**src/rtl/esti_sample_sched.sv**
```systemverilog
// esti_sample_sched
// Periodic scheduler sitting between the I2C read driver and esti_core.
// Once per sample period it requests one accelerometer read, gathers the two
// returned bytes (MSB first), learns a zero-g bias from the first 2**CAL_LOG2
// good samples and then delivers bias-corrected, saturated signed samples with
// a single-cycle valid strobe.
//
// Ports
//   clk, reset            system clock, asynchronous active-high reset
//   enable                level, 1 = schedule a read every sample period
//   recal                 pulse, request re-calibration of the bias
//   rd_req  / rd_ack      read request (held until ack) / driver accept pulse
//   rx_valid / rx_data    received byte strobe and data
//   rd_done / rd_err      transaction complete / failed pulses
//   acc_out / acc_valid   corrected sample and its 1-cycle strobe
//   cal_done              bias is valid and samples are being delivered
//   err_cnt / ovr_cnt     failed reads / dropped ticks, both saturating at 255
module esti_sample_sched #(
    parameter int SAMPLE_DIV  = 12000,
    parameter int TIMEOUT_CYC = 4096,
    parameter int CAL_LOG2    = 4
) (
    input  logic        clk,
    input  logic        reset,
    input  logic        enable,
    input  logic        recal,
    output logic        rd_req,
    input  logic        rd_ack,
    input  logic        rx_valid,
    input  logic [7:0]  rx_data,
    input  logic        rd_done,
    input  logic        rd_err,
    output logic [15:0] acc_out,
    output logic        acc_valid,
    output logic        cal_done,
    output logic [7:0]  err_cnt,
    output logic [7:0]  ovr_cnt
);

    localparam int TW = (SAMPLE_DIV > 1) ? $clog2(SAMPLE_DIV) : 1;
    localparam int WW = (TIMEOUT_CYC > 1) ? $clog2(TIMEOUT_CYC) : 1;
    localparam int CW = CAL_LOG2 + 1;
    localparam int AW = 16 + CAL_LOG2;
    localparam logic [TW-1:0] TICK_LAST = TW'(SAMPLE_DIV - 1);
    localparam logic [WW-1:0] WAIT_LAST = WW'(TIMEOUT_CYC - 1);
    localparam logic [CW-1:0] CAL_LAST  = CW'((1 << CAL_LOG2) - 1);

    typedef enum logic [1:0] {
        S_IDLE,
        S_REQ,
        S_WAIT,
        S_PROC
    } state_t;

    state_t               state_q, state_d;
    logic [TW-1:0]        tick_cnt_q, tick_cnt_d;
    logic [WW-1:0]        wait_cnt_q, wait_cnt_d;
    logic [1:0]           idx_q, idx_d;
    logic [7:0]           byte0_q, byte0_d;
    logic [7:0]           byte1_q, byte1_d;
    logic signed [AW-1:0] acc_q, acc_d;
    logic [CW-1:0]        cal_cnt_q, cal_cnt_d;
    logic [15:0]          bias_q, bias_d;
    logic                 cal_done_q, cal_done_d;
    logic                 recal_pend_q, recal_pend_d;
    logic                 rd_req_q, rd_req_d;
    logic [7:0]           err_cnt_q, err_cnt_d;
    logic [7:0]           ovr_cnt_q, ovr_cnt_d;
    logic [15:0]          res_q, res_d;
    logic                 res_vld_q, res_vld_d;
    logic [15:0]          acc_out_q, acc_out_d;
    logic                 acc_valid_q, acc_valid_d;

    logic                 tick;
    logic                 err_inc;
    logic [1:0]           idx_n;
    logic [15:0]          sample;
    logic signed [AW-1:0] acc_sum;
    logic signed [16:0]   diff;
    logic [15:0]          diff_sat;

    assign tick    = (tick_cnt_q == TICK_LAST);
    assign sample  = {byte0_q, byte1_q};
    assign acc_sum = acc_q + AW'(signed'(sample));
    // 17 bits hold any difference of two 16-bit signed values, so the top two
    // bits tell us directly whether the result fits back into 16 bits.
    assign diff    = 17'(signed'(sample)) - 17'(signed'(bias_q));
    assign diff_sat = (diff[16:15] == 2'b01) ? 16'h7FFF :
                      (diff[16:15] == 2'b10) ? 16'h8000 : diff[15:0];

    // Next-state logic: tick counter, read FSM, calibration and output stage.
    always_comb begin
        state_d      = state_q;
        tick_cnt_d   = tick ? '0 : tick_cnt_q + 1'b1;
        wait_cnt_d   = wait_cnt_q;
        idx_d        = idx_q;
        byte0_d      = byte0_q;
        byte1_d      = byte1_q;
        acc_d        = acc_q;
        cal_cnt_d    = cal_cnt_q;
        bias_d       = bias_q;
        cal_done_d   = cal_done_q;
        recal_pend_d = recal_pend_q | recal;
        rd_req_d     = rd_req_q;
        err_cnt_d    = err_cnt_q;
        ovr_cnt_d    = ovr_cnt_q;
        res_d        = res_q;
        res_vld_d    = 1'b0;
        acc_out_d    = acc_out_q;
        acc_valid_d  = res_vld_q;
        err_inc      = 1'b0;
        idx_n        = idx_q;

        // Result is registered once more so it appears two edges after rd_done.
        if (res_vld_q) begin
            acc_out_d = res_q;
        end

        // Ticks are never queued: a tick that finds a read in flight is lost.
        if (tick && (state_q != S_IDLE) && (ovr_cnt_q != 8'hFF)) begin
            ovr_cnt_d = ovr_cnt_q + 8'd1;
        end

        // A pending recal only takes effect once no transaction is in flight,
        // so the sample already being read still goes out with the old bias.
        if ((state_q == S_IDLE) && recal_pend_d) begin
            cal_done_d   = 1'b0;
            acc_d        = '0;
            cal_cnt_d    = '0;
            recal_pend_d = 1'b0;
        end

        case (state_q)
            S_IDLE: begin
                if (tick && enable) begin
                    state_d  = S_REQ;
                    rd_req_d = 1'b1;
                    idx_d    = '0;
                end
            end
            S_REQ: begin
                if (rd_ack) begin
                    rd_req_d   = 1'b0;
                    state_d    = S_WAIT;
                    wait_cnt_d = '0;
                end
            end
            S_WAIT: begin
                wait_cnt_d = wait_cnt_q + 1'b1;
                // Capture first so a byte arriving with rd_done still counts.
                if (rx_valid) begin
                    if (idx_q == 2'd0) begin
                        byte0_d = rx_data;
                    end else if (idx_q == 2'd1) begin
                        byte1_d = rx_data;
                    end
                    if (idx_q != 2'd2) begin
                        idx_n = idx_q + 2'd1;
                    end
                end
                idx_d = idx_n;
                if (rd_err) begin
                    state_d = S_IDLE;
                    err_inc = 1'b1;
                end else if (rd_done) begin
                    if (idx_n == 2'd2) begin
                        state_d = S_PROC;
                    end else begin
                        state_d = S_IDLE;
                        err_inc = 1'b1;
                    end
                end else if (wait_cnt_q == WAIT_LAST) begin
                    state_d = S_IDLE;
                    err_inc = 1'b1;
                end
            end
            S_PROC: begin
                state_d = S_IDLE;
                if (!cal_done_q) begin
                    if (cal_cnt_q == CAL_LAST) begin
                        bias_d     = 16'(acc_sum >>> CAL_LOG2);
                        cal_done_d = 1'b1;
                        acc_d      = '0;
                        cal_cnt_d  = '0;
                    end else begin
                        acc_d     = acc_sum;
                        cal_cnt_d = cal_cnt_q + 1'b1;
                    end
                end else begin
                    res_d     = diff_sat;
                    res_vld_d = 1'b1;
                end
            end
            default: state_d = S_IDLE;
        endcase

        if (err_inc && (err_cnt_q != 8'hFF)) begin
            err_cnt_d = err_cnt_q + 8'd1;
        end
    end

    // State registers, all cleared asynchronously.
    always_ff @(posedge clk or posedge reset) begin
        if (reset) begin
            state_q      <= S_IDLE;
            tick_cnt_q   <= '0;
            wait_cnt_q   <= '0;
            idx_q        <= '0;
            byte0_q      <= '0;
            byte1_q      <= '0;
            acc_q        <= '0;
            cal_cnt_q    <= '0;
            bias_q       <= '0;
            cal_done_q   <= 1'b0;
            recal_pend_q <= 1'b0;
            rd_req_q     <= 1'b0;
            err_cnt_q    <= '0;
            ovr_cnt_q    <= '0;
            res_q        <= '0;
            res_vld_q    <= 1'b0;
            acc_out_q    <= '0;
            acc_valid_q  <= 1'b0;
        end else begin
            state_q      <= state_d;
            tick_cnt_q   <= tick_cnt_d;
            wait_cnt_q   <= wait_cnt_d;
            idx_q        <= idx_d;
            byte0_q      <= byte0_d;
            byte1_q      <= byte1_d;
            acc_q        <= acc_d;
            cal_cnt_q    <= cal_cnt_d;
            bias_q       <= bias_d;
            cal_done_q   <= cal_done_d;
            recal_pend_q <= recal_pend_d;
            rd_req_q     <= rd_req_d;
            err_cnt_q    <= err_cnt_d;
            ovr_cnt_q    <= ovr_cnt_d;
            res_q        <= res_d;
            res_vld_q    <= res_vld_d;
            acc_out_q    <= acc_out_d;
            acc_valid_q  <= acc_valid_d;
        end
    end

    assign rd_req    = rd_req_q;
    assign acc_out   = acc_out_q;
    assign acc_valid = acc_valid_q;
    assign cal_done  = cal_done_q;
    assign err_cnt   = err_cnt_q;
    assign ovr_cnt   = ovr_cnt_q;

endmodule
```
**config.mk**
```make
export PLATFORM = sky130hd
export DESIGN_NAME = esti_sample_sched
export DESIGN_NICKNAME = d
export VERILOG_FILES = /design/src/rtl/esti_sample_sched.sv
export SDC_FILE = /design/constraint.sdc
export NUM_CORES = 1
export LEC_CHECK = 0
export CELL_PAD_IN_SITES_DETAIL_PLACEMENT = 0
export CELL_PAD_IN_SITES_GLOBAL_PLACEMENT = 1
export CORE_MARGIN = 2
export CORE_UTILIZATION = 42
export CTS_CLUSTER_DIAMETER = 50
export CTS_CLUSTER_SIZE = 20
export DETAILED_ROUTE_END_ITERATION = 12
export GPL_TIMING_DRIVEN = 0
export PLACE_DENSITY = 0.83
export SYNTH_ARGS = -nofsm -noshare
export SYNTH_HDL_FRONTEND = slang
export SYNTH_SLANG_ARGS = --single-unit
```
**constraint.sdc**
```tcl
create_clock -name clk -period 10.85 [get_ports clk]
set_input_delay 2.7125 -clock clk [delete_from_list [all_inputs] [get_ports clk]]
set_output_delay 2.7125 -clock clk [all_outputs]
set_load 0.1 [all_outputs]
```
# After elaboration in Yosys (flattened, before gate mapping)
# Index checks and enable logic that the tools add are counted.
# Widths: inputs -> output; s select.
totals:
  register_bits: 140
  input_bits: 16
  output_inout_bits: 35
  wordCells: 104
classes:
  addsub: 8
  eq_ne: 16
  muxes: 40
  bitwise_logic: 3
  reduce_logical: 19
op_table:
  columns: ["cell", "n"]
  rows:
  - ["$mux 20", 4]
  - ["$mux 16", 2]
  - ["$pmux 12 s2", 1]
  - ["$add 20x16->20", 1]
  - ["$mux 2", 10]
  - ["$mux 5", 4]
  - ["$sub 16x16->17", 1]
  - ["$add 8x1->8 const B", 2]
  - ["$ne 8x8->1 const B", 2]
  - ["$add 14x1->14 const B", 1]
  - ["$eq 14x14->1 const B", 1]
  - ["$mux 1", 14]
  - ["$mux 14", 1]
  - ["$add 12x1->12 const B", 1]
  - ["$eq 12x12->1 const B", 1]
  - ["$mux 12", 1]
  - ["$reduce_and 3->1", 4]
  - ["$eq 2x2->1 const B", 4]
  - ["$pmux 2 s4", 1]
  - ["$reduce_bool 2->1", 4]
  - ["$eq 2x1->1 const B", 3]
  - ["$reduce_and 2->1", 3]
  - ["$add 5x1->5 const B", 1]
  - ["$eq 5x4->1 const B", 1]
  - ["11 further kinds", 18]

# Logic depth before layout (Yosys ltp)
logic_depth:
  ltp_word: 10
  depth_mapped: 12
  ltp_nobuf: 11

# Worst setup path before layout
# OpenSTA, ideal clock, no wires.
synth_path:
  path_kind: "in2reg"
  from: "input port rx_valid"
  to: "register err_cnt_q[7], in the netlist err_cnt[7]"
  setup_ns: 0.162
  t_arrival_ns: 4.004
  required_time_ns: 10.688
  setup_slack_ns: 6.684
  stages: 8
  path_buffers: 1
  cell_sequence: "clkbuf_1 -> nor2_1 -> a32oi_1 -> a21oi_1 -> a21oi_2 -> nand4_1 -> nor3_1 -> xor2_1"
synth_between:
  elab_chain_len: 8
synth_rtl:
  columns: ["item", "line", "text"]
  rows:
  - ["start: declaration", "29", "input logic rx_valid,"]
  - ["$mux 2", "151", "if (rx_valid) begin"]
  - ["$mux 2", "133", "case (state_q)"]
  - ["$eq 2x2->1", "166", "if (idx_n == 2'd2) begin"]
  - ["$mux 1", "166", null]
  - ["$mux 1", "165", "end else if (rd_done) begin"]
  - ["$mux 1", "162", "if (rd_err) begin"]
  - ["$mux 1", "133", null]
  - ["$logic_and 1x1->1", "197", "if (err_inc && (err_cnt_q != 8'hFF)) begin"]
  - ["end signal: assignment", "236", "err_cnt_q <= err_cnt_d;"]
  - ["end: declaration", "67", "logic [7:0] err_cnt_q, err_cnt_d;"]
# No other way between the ends. The select of a mux whose other input is x is not followed.
# A chain may end at the register's enable or synchronous reset.

# Worst setup path in the final report
layout_path:
  from: "register ovr_cnt_q[0], in the netlist ovr_cnt[0]"
  to: "output port ovr_cnt[0]"
layout_lines:
  columns: ["item", "line", "text"]
  rows:
  - ["start: declaration", "68", "logic [7:0] ovr_cnt_q, ovr_cnt_d;"]
  - ["start signal: assignment", "237", "ovr_cnt_q <= ovr_cnt_d;"]
  - ["end: declaration", "37", "output logic [7:0] ovr_cnt"]
# No word-level cell between the ends.

==> qor.yml <==
yosys.area_share.adder_pct: 7.52
wl_per_cell_um: 15.6
path_max_fanout: 6
cts_setup_buffers: 0
wl_um: 16700
routabilityCongestion: 0.835
required_ns: 8.14
setup.worst_path.class: "reg -> out"
clk_pin_slew_ns: 0.06
synth-simple-area-share_pct: 14.3
nFillCells: 1638
ys_async_sr_fraction_pct: 100
synthMuxAreaShare_pct: 6.14
drv_slew: 0
synth_top_family_by_area: "compound AO/OA/AOI/OAI gates"
finalSetupTns_ns: 0
vias: 5859
r2r-start: "byte1_q[0]"
r2r_slack_ns: 7.77
rsz0062_at_grt: "no"
clk-insertion-delay-late_ns: 0.42
grt_start_max_net_pins: 86
min_to: "acc_valid"
final_nets: 887
peakVddDrop_v: 0.000125
ys_seq_area_share_pct: 45.6
ctsHoldBuffers: 0
syn2layout_area_growth_pct: 18.9
netlist.area_leader.share_pct: 45.6
synth_compound_area_share_pct: 17.1
start_util_pct: 42.8
synth-seq-cells: 140
instances_no_fill: 1068
tritoncts: "done"
core_area_um2: 18000
setup_viol: 0
cts_buffer_depth: 2
ys.flop_type: "dfrtp_1"
first_pass_iters: 5
reg2reg_to: "res_q[12]"
synth_commonest_cells: "dfrtp_1, nand2_1, o21ai_0"
combPwrFrac_pct: 2.0
start_kind: "flop"
drv_cap: 0
die_h_um: 139
antenna_found_initial: 0
post_cts_resized: 0
clkPwrFrac_pct: 54.0
die_w_um: 139
tightestPinTransition_ns: 0.988
worst-path-buf-inv: 1
min_from: "acc_valid_d"
overflow: 0
cpLargestDelayFamily: "buffers and inverters"
grt_pass1_wl_um: 28900
min_period_over_period_pct: 44.1
critical_path.slowest_cell: "clkdlybuf4s50_1"
hold_path.class: "reg -> reg"
synthesis.area_um2: 7680
grt_usage_pct: 18.2
avgSynthCellArea_um2: 10.1
cts_root_buf: "clkbuf_16"
run_status: "finished, final reports clean"
finClkSkew_ns: 0.00759
power_frac_seq_pct: 44.1
numCtsBuffers: 17
layout-drive-gt1-share_pct: 11.2
synth.distinct_cells: 62
worst_setup_path_end_kind: "output port"
row_count: 49
synth_cells: 757
holdPathStages: 0
synth_xor_area_share_pct: 6.50
io_pins: 51
antenna_cells: 0
clock.fmax_mhz: 209
path_cells: "clkdlybuf4s50_1"
p_leak_nw: 4.19
synth_fp_nets: 818
drc_errors: 0
htreeDepth: 4
p_sw_mw: 0.248
powerDensity_nw_per_um2: 130
place_inst: 1036
cts.sinks: 140
synth_area_leaders: "dfrtp_1, ha_1, mux2_2"
die-area_um2: 19400
yosys.area.top_type: "dfrtp_1"
slowest_delay_ns: 1.18
ys_warn_count: 0
layout_min_cycle_time_ns: 4.78
swShare_pct: 21.0
synth_edf_count: 0
drtIter0Drc: 351
io_buffers: 49
hold_viol: 0
slew_headroom_pct: 33.9
r2r_cells: 11
ant_nets: 0
intPower_mw: 0.937
yosysMostFrequentCell: "dfrtp_1"
drt-vias-per-instance: 5.49
dpl.hpwl_um: 12200
grt_pass1_vias: 5976
cp.arrival_ns: 2.07
-- registers in the layout (all words and copies together) (netlist names), 2 cells and up --
| signal | count |
|---|---|
| ovr_cnt | 8 |
| bias_q | 16 |
| wait_cnt_q | 12 |
| idx_q | 2 |
| cal_cnt_q | 5 |
| err_cnt | 8 |
| byte1_q | 8 |
| byte0_q | 8 |
| state_q | 2 |
| acc_q | 20 |
| tick_cnt_q | 14 |
| acc_out | 16 |
| res_q | 16 |
-- cell type report --
cell class                      count  area, µm²  area share, %
Buffer                             22       88.8          0.972
Inverter                           36        140           1.53
Multi-Input combinational cell    559       3960           43.3
Timing Repair Buffer               50        518           5.67
Tap cell                          229        287           3.14
Clock buffer                       17        425           4.66
Clock inverter                     15        220           2.41
Sequential cell                   140       3500           38.3
-- worst register-to-register path: cells and delay by family (launching register included) --
| kind | cells | cell delay [ns] |
|---|---|---|
| compound gates | 6 | 1.77 |
| fa+ha+maj | 2 | 0.58 |
| flops | 1 | 0.39 |
| buf+inv | 2 | 0.14 |
| simple gates | 1 | 0.08 |
-- metrics by stage --
stage	util, %	cell area, µm²	power, mW	hold WS [ns]	setup slack [ns]
finish	50.9	9140	1.19	0.375	6.07
detailed placement	47.3	8490	0.556	0.363	5.90
CTS	50.9	9140	1.20	0.375	6.04
floorplan	-	7680	0.544	0.352	4.38
global route	50.9	9140	1.22	0.381	6.00
global placement	47.1	8460	0.555	0.362	2.31
-- worst max-delay path by stage --
stage,from,endpoint,cells past startpoint
2_1_floorplan,reset,acc_out[0],1
3_3_place_gp,reset,tick_cnt_q[1],2
3_5_place_dp,recal,cal_cnt_q[3],6
4_1_cts,cal_done,cal_done,1
5_1_grt,ovr_cnt[0],ovr_cnt[0],1
6_report,ovr_cnt[0],ovr_cnt[0],1
-- cell families (layout without fill, tap and decap cells) --
kind of cell / after synthesis / in the layout
and+or+nand+nor: 227 / 227
AOI/OAI and AO/OA: 188 / 188
DFF: 140 / 140
buffers and inverters: 58 / 140
xor gates and xnor gates: 57 / 57
adders and majority gates: 45 / 45
muxes: 42 / 42
-- power groups by stage --
stage | sequential, mW | clock (mW) | combinational (mW)
2_1_floorplan | 0.534 | 0 | 0.0104
3_3_place_gp | 0.532 | 0 | 0.0223
3_5_place_dp | 0.532 | 0 | 0.0242
4_1_cts | 0.522 | 0.652 | 0.0242
5_1_grt | 0.522 | 0.674 | 0.0265
6_report | 0.523 | 0.640 | 0.0232
-- routing by layer --
layer | GRT usage (%) | vias to the layer above | share of wire, %
met3 | 4.40 | 16 | 4.3
li1 | - | 2876 | -
met5 | 0 | - | 0
met2 | 29.3 | 95 | 47
met1 | 24.7 | 2872 | 48
met4 | 4.78 | 0 | 0.95
-- cells in the final DEF, fill, tap and decap left out, types with 6 or more instances in the layout --
master	Yosys	routed
xnor2_1	35	35
nand3b_1	6	6
nor3_1	9	9
nor2_1	58	58
a21oi_1	27	27
mux2_2	41	41
nand3_1	25	25
a21o_1	14	14
dfrtp_1	140	140
xor2_1	22	22
a22o_1	19	19
clkbuf_1	17	17
nor2b_1	6	6
clkbuf_16	0	17
a211oi_1	6	6
o21ai_0	63	63
and3_1	9	9
ha_1	43	43
nand4_1	20	20
inv_1	36	35
clkdlybuf4s50_1	0	49
a31oi_1	16	16
nand2b_1	8	8
nand2_1	66	66
Power figures use the tool's default switching activity.
